`src/rtl/expr_recognizer_if.sv`:
```
`default_nettype none
// ============================================================================
// Module   : expr_recognizer_if
// Brief    : Character stream in, recognizer status out.
// Revision : 1.0 - initial release
// ============================================================================
interface expr_recognizer_if #(
  parameter int MAX_DEPTH = 3,
  parameter int CNT_W     = 8
);
  localparam int DEPTH_W = $clog2(MAX_DEPTH + 1);

  logic [7:0]         in;
  logic               in_valid;
  logic               out;
  logic               err;
  logic [DEPTH_W-1:0] depth;
  logic [CNT_W-1:0]   opnd_cnt;

  modport master (output in, in_valid, input out, err, depth, opnd_cnt);
  modport slave  (input in, in_valid, output out, err, depth, opnd_cnt);
endinterface
`default_nettype wire

```
`src/rtl/expr_recognizer.sv`:
```
`default_nettype none
// ============================================================================
// Module   : expr_recognizer
// Brief    : Streaming recognizer for ASCII arithmetic expressions with
//            multi-digit operands, + - * /, and bounded parenthesis nesting.
//            Define EXPR_UNARY_MINUS_EN to accept a leading unary '-'.
// Revision : 1.0 - initial release
// ============================================================================
module expr_recognizer #(
  parameter int MAX_DIGITS = 4,
  parameter int MAX_DEPTH  = 3,
  parameter int CNT_W      = 8
) (
  input  wire logic           clk,
  input  wire logic           clr,
  expr_recognizer_if.slave    bus
);
  localparam int DEPTH_W = $clog2(MAX_DEPTH + 1);
  localparam int DCNT_W  = $clog2(MAX_DIGITS + 1);

  localparam logic [7:0] c_PLUS   = 8'h2B;
  localparam logic [7:0] c_MINUS  = 8'h2D;
  localparam logic [7:0] c_STAR   = 8'h2A;
  localparam logic [7:0] c_SLASH  = 8'h2F;
  localparam logic [7:0] c_LPAREN = 8'h28;
  localparam logic [7:0] c_RPAREN = 8'h29;
  localparam logic [7:0] c_ZERO   = 8'h30;
  localparam logic [7:0] c_NINE   = 8'h39;

  typedef enum logic [2:0] {
    S_IDLE     = 3'd0,
    S_OPND     = 3'd1,
    S_NUM      = 3'd2,
    S_CLOSE    = 3'd3,
`ifdef EXPR_UNARY_MINUS_EN
    S_OPND_NEG = 3'd5,
`endif
    S_ERR      = 3'd4
  } state_t;

  state_t             r_state, w_state_nxt;
  logic [DCNT_W-1:0]  r_dcnt,  w_dcnt_nxt;
  logic [DEPTH_W-1:0] r_depth, w_depth_nxt;
  logic [CNT_W-1:0]   r_cnt,   w_cnt_nxt;
  logic               r_out,   w_out_nxt;
  logic               r_err,   w_err_nxt;

  logic w_is_dig, w_is_op, w_is_lp, w_is_rp;

  assign w_is_dig = (bus.in >= c_ZERO) && (bus.in <= c_NINE);
  assign w_is_op  = (bus.in == c_PLUS) || (bus.in == c_MINUS) ||
                    (bus.in == c_STAR) || (bus.in == c_SLASH);
  assign w_is_lp  = (bus.in == c_LPAREN);
  assign w_is_rp  = (bus.in == c_RPAREN);

  always_comb begin
    w_state_nxt = r_state;
    w_dcnt_nxt  = r_dcnt;
    w_depth_nxt = r_depth;
    w_cnt_nxt   = r_cnt;
    if (bus.in_valid) begin
      case (r_state)
`ifdef EXPR_UNARY_MINUS_EN
        S_IDLE, S_OPND, S_OPND_NEG: begin
`else
        S_IDLE, S_OPND: begin
`endif
          if (w_is_dig) begin
            w_state_nxt = S_NUM;
            w_dcnt_nxt  = DCNT_W'(1);
            if (r_cnt != {CNT_W{1'b1}}) w_cnt_nxt = r_cnt + CNT_W'(1);
          end else if (w_is_lp) begin
            if (r_depth == DEPTH_W'(MAX_DEPTH)) begin
              w_state_nxt = S_ERR;
            end else begin
              w_state_nxt = S_OPND;
              w_depth_nxt = r_depth + DEPTH_W'(1);
            end
`ifdef EXPR_UNARY_MINUS_EN
          end else if (bus.in == c_MINUS && r_state != S_OPND_NEG) begin
            w_state_nxt = S_OPND_NEG;
`endif
          end else begin
            w_state_nxt = S_ERR;
          end
        end
        S_NUM, S_CLOSE: begin
          if (w_is_rp) begin
            if (r_depth == '0) begin
              w_state_nxt = S_ERR;
            end else begin
              w_state_nxt = S_CLOSE;
              w_depth_nxt = r_depth - DEPTH_W'(1);
            end
          end else if (w_is_op) begin
            w_state_nxt = S_OPND;
            w_dcnt_nxt  = '0;
          end else if (w_is_dig && r_state == S_NUM) begin
            if (r_dcnt == DCNT_W'(MAX_DIGITS)) w_state_nxt = S_ERR;
            else                               w_dcnt_nxt  = r_dcnt + DCNT_W'(1);
          end else begin
            w_state_nxt = S_ERR;
          end
        end
        // ERR absorbs; unused encodings collapse into it as well.
        default: w_state_nxt = S_ERR;
      endcase
    end
    w_out_nxt = ((w_state_nxt == S_NUM) || (w_state_nxt == S_CLOSE)) && (w_depth_nxt == '0);
    w_err_nxt = (w_state_nxt == S_ERR);
  end

  always_ff @(posedge clk or posedge clr) begin
    if (clr) begin
      r_state <= S_IDLE;
      r_dcnt  <= '0;
      r_depth <= '0;
      r_cnt   <= '0;
      r_out   <= 1'b0;
      r_err   <= 1'b0;
    end else begin
      r_state <= w_state_nxt;
      r_dcnt  <= w_dcnt_nxt;
      r_depth <= w_depth_nxt;
      r_cnt   <= w_cnt_nxt;
      r_out   <= w_out_nxt;
      r_err   <= w_err_nxt;
    end
  end

  assign bus.out      = r_out;
  assign bus.err      = r_err;
  assign bus.depth    = r_depth;
  assign bus.opnd_cnt = r_cnt;
endmodule
`default_nettype wire

```
`src/flat_wrapper.sv`:
```
// flat-port wrapper written by rule: the top's interface ports become plain ports
module expr_recognizer_flat 
#(
  parameter int MAX_DIGITS = 4,
  parameter int MAX_DEPTH  = 3,
  parameter int CNT_W      = 8
)
  (clk, clr, bus_in, bus_in_valid, bus_out, bus_err, bus_depth, bus_opnd_cnt);
  expr_recognizer_if #(.MAX_DEPTH(MAX_DEPTH), .CNT_W(CNT_W)) bus_i ();
  input  wire logic clk;
  input  wire logic clr;
  input wire logic [$bits(bus_i.in)-1:0] bus_in;
  input wire logic [$bits(bus_i.in_valid)-1:0] bus_in_valid;
  output wire logic [$bits(bus_i.out)-1:0] bus_out;
  output wire logic [$bits(bus_i.err)-1:0] bus_err;
  output wire logic [$bits(bus_i.depth)-1:0] bus_depth;
  output wire logic [$bits(bus_i.opnd_cnt)-1:0] bus_opnd_cnt;
  assign bus_i.in = bus_in;
  assign bus_i.in_valid = bus_in_valid;
  assign bus_out = bus_i.out;
  assign bus_err = bus_i.err;
  assign bus_depth = bus_i.depth;
  assign bus_opnd_cnt = bus_i.opnd_cnt;
  expr_recognizer #(.MAX_DIGITS(MAX_DIGITS), .MAX_DEPTH(MAX_DEPTH), .CNT_W(CNT_W)) u_core (.clk(clk), .clr(clr), .bus(bus_i));
endmodule
```
`config.mk`:
```
export PLATFORM = sky130hd
export DESIGN_NAME = expr_recognizer_flat
export DESIGN_NICKNAME = d
export VERILOG_FILES = /design/src/rtl/expr_recognizer_if.sv /design/src/rtl/expr_recognizer.sv /design/src/flat_wrapper.sv
export SDC_FILE = /design/constraint.sdc
export NUM_CORES = 1
export LEC_CHECK = 0
export CORE_MARGIN = 2
export CORE_UTILIZATION = 40
export CTS_CLUSTER_SIZE = 16
export DETAILED_ROUTE_END_ITERATION = 6
export GPL_TIMING_DRIVEN = 0
export HOLD_SLACK_MARGIN = 0.15
export PLACE_DENSITY = 0.73
export SLEW_MARGIN = 0
export SYNTH_ARGS = -nofsm -noshare
export SYNTH_HDL_FRONTEND = slang
export SYNTH_SLANG_ARGS = --single-unit
```
`constraint.sdc`:
```
create_clock -name clk -period 2 [get_ports clk]
set_input_delay 0.4 -clock clk [delete_from_list [all_inputs] [get_ports clk]]
set_output_delay 0.4 -clock clk [all_outputs]
set_load 0.01 [all_outputs]
```
# == After elaboration in Yosys (flattened, before gate mapping) ==
# Cells that the tools add are included.
# word_totals
regBits,18
input_bits,11
output_inout_bits,12
elab_cells,69
# op_classes
n_addsub,4
magnitude_cmp,2
n_eq_ne,19
mux,23
n_reduce_logical,15
# op_table
op,count
"equality test 8 x 6 -> 1 bit, second input constant",6
2-to-1 mux 3 bit,14
"equality test 3 x 2 -> 1 bit, second input constant",4
2-to-1 mux 2 bit,6
case mux 3 bit (2 select lines),2
"adder 8 x 1 -> 8 bit, second input constant",1
">= comparator 8 x 6 -> 1 bit, second input constant",1
"<= comparator 8 x 6 -> 1 bit, second input constant",1
"!= test 8 bit, second input constant",1
"equality test 3 bit, second input constant",2
AND reduction 6 bit,1
zero test 2 bit,2
logical OR 1 bit,4
case mux 2 bit (2 select lines),1
AND reduction 4 bit,1
OR reduction 2 bit,2
"adder 3 x 1 -> 3 bit, second input constant",1
"equality test 3 x 1 -> 1 bit, second input constant",1
logical AND 1 bit,3
zero test 3 bit,1
"!= test 3 x 1 -> 1 bit, second input constant",1
"!= test 3 x 2 -> 1 bit, second input constant",1
"adder 2 x 1 -> 2 bit, second input constant",1
"equality test 2 bit, second input constant",1
other kinds (4),4

# == Depth between registers and ports, before layout ==
# Gate-level depths: netlist of run 1.
# logic_depth
ltp_word,11
mapped_depth,7
ltp_nobuf,7

# == Least setup slack after synthesis of run 1 ==
# OpenSTA, ideal clock, no wires.
# synth_timing
path_type,register to register
start,register u_core.r_cnt[4] (netlist: u_core.bus.opnd_cnt[4])
end,register u_core.r_cnt[1] (netlist: u_core.bus.opnd_cnt[1])
setup_time_ns,0.125
t_arrival_ns,1.623
t_required_ns,1.875
path_slack_ns,0.253
stages_incl_launch_ff,5
synth_period_minus_slack_ns,1.747
path_cell_list,dfrtp_1 and3_1 and3_1 a311oi_4 mux2_2
# synth_via
elab_chain_cells,2
# synth_lines
item,line_no,rtl
start: declaration,expr_recognizer.sv:44,"logic [CNT_W-1:0] r_cnt, w_cnt_nxt;"
start signal: assignment,expr_recognizer.sv:125,r_cnt <= w_cnt_nxt;
!= test 8 bit,expr_recognizer.sv:71,if (r_cnt != {CNT_W{1'b1}}) w_cnt_nxt = r_cnt + CNT_W'(1);
AND reduction 4 bit (no source line),n/a,
# No other way between the ends.
# A chain may end at the register's enable or synchronous reset.

# == Worst setup path in the final report of run 1 ==
# layout_timing
start,input port bus_in_valid
end,register u_core.r_cnt[1] (netlist: u_core.bus.opnd_cnt[1])
# layout_via
elab_chain_cells,1
# layout_lines
item,line_no,rtl
start: declaration,flat_wrapper.sv:13,input wire logic [$bits(bus_i.in_valid)-1:0] bus_in_valid;
AND reduction 4 bit (no source line),n/a,
# No other way between the ends.

==> impl_metrics.tcl, run 1 <==
set metrics [dict create \
    critPathCaptureType "flip-flop" \
    synth-edff-count 0 \
    yosysWarnings 0 \
    fin_skew_ps 2.232 \
    cpPeakStageDelay_ps 530 \
    grt_max_degree 19 \
    synth_ff_type "dfrtp_1" \
    die_h_um 56.17 \
    crit_arrival_ps 2090 \
    htree_levels 1 \
    cp-startpoint "bus_in_valid" \
    worstReg2RegEnd "u_core.bus.out" \
    crit_chain "clkdlybuf4s50_1, nand2b_1, nand2b_1, a311oi_4, buf_4, mux2_2" \
    cp-start-kind "input pin" \
    grt_util_all_layers_pct 14.54 \
    grt_setup_unrepaired "no" \
    multi_input_area_um2 654.4 \
    cp-endpoint "u_core.bus.opnd_cnt[1]" \
    initial_core_util_pct 43.15 \
    drt-vias-per-instance 5.659 \
    cts_buffers 3 \
    netlist_area_um2 1089 \
    die_x_um 56.17 \
    core_area_um2 2522 \
    drt_wl_total_mm 2.306 \
    cts_tree "yes" \
    vias 945 \
    hold_path.class "input pin to asynchronous set/reset pin" \
    cp_max_fo 8 \
    routedWlPerCell_um 13.81 \
    grt_pass1_wl_mm 3.746 \
    seqCellArea_um2 450.4 \
    antenna_cells 0 \
    final.period_utilization_pct 95.77 \
    p_leak_nw 0.6502 \
    drtPass1Iterations 4 \
    synth_top_area_share_pct 41.38 \
    cts-root-buf "clkbuf_4" \
    layout_common_cells "18 x dfrtp_1, 15 x clkdlybuf4s50_1, 7 x inv_1" \
    area_delta_synth_final_pct 35.86 \
    hpwl_mm 1.711 \
    path_clk_slew_ps 90 \
    power_density_nw_per_um2 435.8 \
    synth_top_cells_by_area "dfrtp_1 41%, xnor2_1 4.8%, ha_1 3.4%" \
    netlist_instances 107 \
    drc 0 \
    reg2reg_from "u_core.r_dcnt[0]" \
    syn_avg_cell_area_um2 10.17 \
    worst_r2r_path_depth 7 \
    maxCapViolations 0 \
    min_period_ps 1915 \
    ir_drop_uv 442.7 \
    setup_violations 0 \
    cp_common_cell "nand2b_1" \
    synth-seq-cells 18 \
    outcome "finished clean" \
    cts_sinks 18 \
    post-place-ws_ps -354.8 \
    synth-seq-area-share_pct 41.38 \
    gp_congestion 0.7986 \
    ant_nets 0 \
    r2r_slack_ps 140 \
    stdcell_count 167 \
    layout_commonest_cell "dfrtp_1" \
    place_area_um2 1336 \
    cp.required_ps 2170 \
    worst_slew_pin_slew_ps 646.5 \
    synth_cell_types 44 \
    antenna_found_initial 0 \
    final_area_um2 1479 \
    relSlewSlack_pct 56.85 \
    hold_ws_ps 498.1 \
    finalSetupTns_ps 0 \
    n_fill_cell 226 \
    numPortBuffers 21 \
    drtIter0Drc 14 \
    worstSetupPathType "input pin to flip-flop" \
    slowest_stage "clkdlybuf4s50_1" \
    final_layout_size_suffix_gt1_share_pct 17.52 \
    yosys.area.top_type "dfrtp_1" \
    grt_pass1_vias 909 \
    clock_latency_ps 280 \
    setup_ws_ps 84.57 \
    ios 23 \
    synth_fp_nets 121 \
    final_hold_viol_count 0 \
    grt-ovfl-total 0 \
    place_inst 158 \
    timing.fmax_mhz 522.1 \
    die-area_um2 3155 \
    nNetsFinal 152 \
    rows 18 \
    cts.path.max_buffers 2 \
    slew_violations 0 \
    async_reset_ff_share_pct 100.0 \
]
## per-layer routing
layer  share of wire (%)  global-route usage [%]  vias to the layer above
met4                0.26                   5.102                        0
met5                   0                       0                        -
met3                 5.5                   2.558                        2
met1                  46                   18.02                      448
met2                  48                   25.21                       29
li1                    -                       -                      466
## registers in the layout, indices dropped and copies added (netlist names)
register / flops
u_core.bus.opnd_cnt: 8
u_core.bus.out: 1
u_core.bus.depth: 2
u_core.r_dcnt: 3
u_core.bus.err: 1
u_core.r_state: 3
## what timing repair did
action / CTS / global route
setup buffers: 3 / 2
pin swaps: 3 / 4
endpoints found under the hold margin: 0 / 0
setup endpoints to repair: 5 / 7
resized for setup: 2 / 13
hold buffers: 0 / 0
## area by class of cell
| type | count | share of cell area [%] |
|---|---|---|
| Multi-Input combinational cell | 80 | 44.25 |
| Sequential cell | 18 | 30.46 |
| Clock buffer | 4 | 2.453 |
| Buffer | 2 | 0.7614 |
| Inverter | 7 | 1.777 |
| Timing Repair Buffer | 26 | 17.77 |
| Tap cell | 30 | 2.538 |
## worst min path at each step
stage | startpoint | endpoint | slack (ps) | cells past startpoint
2_1_floorplan | clr | u_core.bus.depth[0] | 340 | 1
3_3_place_gp | u_core.r_dcnt[2] | u_core.r_dcnt[2] | 480 | 1
3_5_place_dp | u_core.bus.opnd_cnt[4] | u_core.bus.opnd_cnt[4] | 490 | 1
4_1_cts | clr | u_core.bus.opnd_cnt[3] | 510 | 2
5_1_grt | u_core.bus.opnd_cnt[4] | u_core.bus.opnd_cnt[4] | 530 | 1
6_report | clr | u_core.r_dcnt[2] | 500 | 2
## power by group
| part | total (W) | leakage [nW] | switching, W | internal [W] |
|---|---|---|---|---|
| Combinational | 0.0000694 | 0.394 | 0.0000362 | 0.0000332 |
| Sequential | 0.000366 | 0.236 | 0.00000169 | 0.000365 |
| Clock | 0.000209 | 0.0210 | 0.0000980 | 0.000111 |
| Total | 0.000644 | 0.650 | 0.000136 | 0.000509 |
## Yosys cell counts (2+ instances only)
master	number
nor4b_2	2
nand2b_1	3
nand3_1	2
dfrtp_1	18
and3_1	2
nor3_1	4
inv_1	7
nor2_1	5
a31oi_1	2
nand2_1	6
a211oi_1	2
nand4_1	6
xnor2_1	6
a21oi_1	6
o21ai_0	4
ha_1	3
nor3b_1	2
## metrics by stage
step / utilization, % / total power [W]
after detailed placement: 52.98 / 0.0004301
after CTS: 55.70 / 0.0006472
after global placement: 52.98 / 0.0004297
after floorplan: - / 0.0003996
final: 58.63 / 0.0006445
after global routing: 58.63 / 0.0006834
## cell families after synthesis
family / count (synthesis) / share of synthesized area, %
AOI/OAI and AO/OA: 27 / 18.39
xor gates and xnor gates: 7 / 5.632
adders and majority gates: 3 / 3.449
buffers and inverters: 9 / 3.449
DFF: 18 / 41.38
muxes: 2 / 1.954
and+or+nand+nor: 41 / 25.75
## critical path: cells and delay by family
kind	cells	cell delay [ps]
muxes	1	330
buffers and inverters	2	720
and+or+nand+nor	2	410
AOI/OAI and AO/OA	1	210
Note: power is estimated with default switching activity, not from simulation.
==> run 2: changes to the inputs <==
CTS_CLUSTER_DIAMETER = 150   (was default)
PLACE_DENSITY = default   (was 0.73)
PLACE_DENSITY_LB_ADDON = 0.1   (was default)
==> impl_metrics.tcl, run 2 (synthesis gave the netlist of run 1 again) <==
set metrics [dict create \
    final.period_utilization_pct 97.46 \
    grt_setup_unrepaired "yes" \
    final_layout_size_suffix_gt1_share_pct 18.71 \
    grt_pass1_vias 896 \
    critPathCaptureType "flip-flop" \
    holdPathStages 1 \
    intPower_w 0.0005069 \
    grt_pass1_wl_mm 3.995 \
    ios 23 \
    worstHoldStart "u_core.r_dcnt[2]" \
    final_area_um2 1471 \
    htree_levels 1 \
    hpwl_mm 1.702 \
    setup_ws_ps 50.86 \
    antenna_found_initial 0 \
    routedWlPerCell_um 13.66 \
    grt_max_degree 19 \
    setup_violations 0 \
    drt_wl_total_mm 2.309 \
    power_density_nw_per_um2 440.2 \
    n_fill_cell 227 \
    crit_arrival_ps 2150 \
    seqCellArea_um2 450.4 \
    fin_skew_ps 9.878 \
    post-place-ws_ps -395.1 \
    ant_nets 0 \
    core_area_um2 2522 \
    min_period_ps 1949 \
    worstSetupPathType "input pin to flip-flop" \
    cts_tree "yes" \
    clkPwrFrac_pct 33.1 \
    largest_reg_flops 8 \
    grt-ovfl-total 0 \
    clock_latency_ps 280 \
    initial_core_util_pct 43.15 \
    hold_ws_ps 489.0 \
    switching_power_w 0.0001408 \
    p_leak_nw 0.6321 \
    p_sw_share_pct 21.74 \
    die-area_um2 3155 \
    cts.path.max_buffers 2 \
    gp_congestion 0.7834 \
    slew_violations 0 \
    pwr-share-seq_pct 56.6 \
    place_area_um2 1336 \
    drtIter0Drc 11 \
    final_hold_viol_count 0 \
    worst_slew_pin_slew_ps 668.2 \
    drtPass1Iterations 4 \
    worst_r2r_path_depth 7 \
    grt_util_all_layers_pct 15.41 \
    antenna_cells 0 \
    drt-vias-per-instance 5.598 \
    vias 946 \
    die_h_um 56.17 \
    cp_max_fo 3 \
    cts_sinks 18 \
    cts-root-buf "clkbuf_4" \
    path_clk_slew_ps 100 \
    r2r_slack_ps 150 \
    timing.fmax_mhz 513.0 \
    area_delta_synth_final_pct 35.17 \
    cts_buffers 3 \
    combPwrFrac_pct 10.3 \
    multi_input_area_um2 643.1 \
    hold_path.class "flip-flop to flip-flop" \
    die_x_um 56.17 \
    outcome "finished clean" \
    ir_drop_uv 364.1 \
    numPortBuffers 21 \
    cts_hold_buf 0 \
    cp-start-kind "input pin" \
    maxCapViolations 0 \
    relSlewSlack_pct 55.40 \
    drc 0 \
    rows 18 \
    worstReg2RegEnd "u_core.bus.out" \
    layout_common_cells "18 x clkdlybuf4s50_1, 18 x dfrtp_1, 8 x buf_4, 7 x inv_1" \
    finalSetupTns_ps 0 \
    cp.required_ps 2200 \
    min_to "u_core.r_dcnt[2]" \
    nNetsFinal 154 \
    reg2reg_from "u_core.r_dcnt[0]" \
    final_util_pct 58.33 \
]
## run 2: changes by cell type in the layout (fill, tap and decap cells not counted), sizes merged
cell	before	now
dlygate4sd2	0	1
buf	6	8
dlymetal6s2s	6	2
clkdlybuf4s50	15	18
## run 2: worst max path at each step
stage          slack, ps                      to  cells after the start              startpoint
6_report              50          u_core.bus.out                      6               bus_in[7]
3_5_place_dp        -400  u_core.bus.opnd_cnt[1]                      5               bus_in[5]
2_1_floorplan        250  u_core.bus.opnd_cnt[1]                      4  u_core.bus.opnd_cnt[4]
4_1_cts               20          u_core.bus.out                      6               bus_in[7]
5_1_grt              -40          u_core.bus.out                      6               bus_in[7]
3_3_place_gp        -390  u_core.bus.opnd_cnt[1]                      5               bus_in[2]
## run 2: critical path: stages
cell	delay (ps)
clkdlybuf4s50_1	480
or3b_4	460
nor3_4	190
nor3_1	90
a31o_1	260
nor4b_2	270
## run 2: power groups by stage
stage          Combinational, W  Clock, W  Sequential, W
2_1_floorplan         0.0000262         0       0.000373
3_3_place_gp          0.0000571         0       0.000373
3_5_place_dp          0.0000575         0       0.000373
4_1_cts               0.0000627  0.000223       0.000366
5_1_grt               0.0000736  0.000241       0.000367
6_report              0.0000670  0.000214       0.000366
## run 2: timing repair
item | 4_1_cts | 5_1_grt
gates resized for setup | 5 | 6
pin swaps | 4 | 2
endpoints found under the setup margin | 7 | 12
setup buffers | 4 | 3
## run 2: cell type report
| class | count | share of cell area, % |
|---|---|---|
| Buffer | 2 | 0.7653 |
| Clock buffer | 4 | 2.466 |
| Inverter | 7 | 1.786 |
| Multi-Input combinational cell | 80 | 43.71 |
| Sequential cell | 18 | 30.61 |
| Tap cell | 30 | 2.551 |
| Timing Repair Buffer | 28 | 18.11 |
## run 2: stage by stage
stage / total power (W) / std cells
floorplan: 0.0003996 / 107
global placement: 0.0004305 / 158
detailed placement: 0.0004309 / 158
CTS: 0.0006525 / 166
global route: 0.0006810 / 169
finish: 0.0006476 / 169
## run 2: per-layer routing
metal / wire, µm / vias to the layer above / global-route usage, %
met5: 0 / - / 0
li1: - / 468 / -
met2: 1089 / 26 / 25.71
met3: 126 / 2 / 2.791
met4: 13 / 0 / 5.102
met1: 1080 / 450 / 20.03
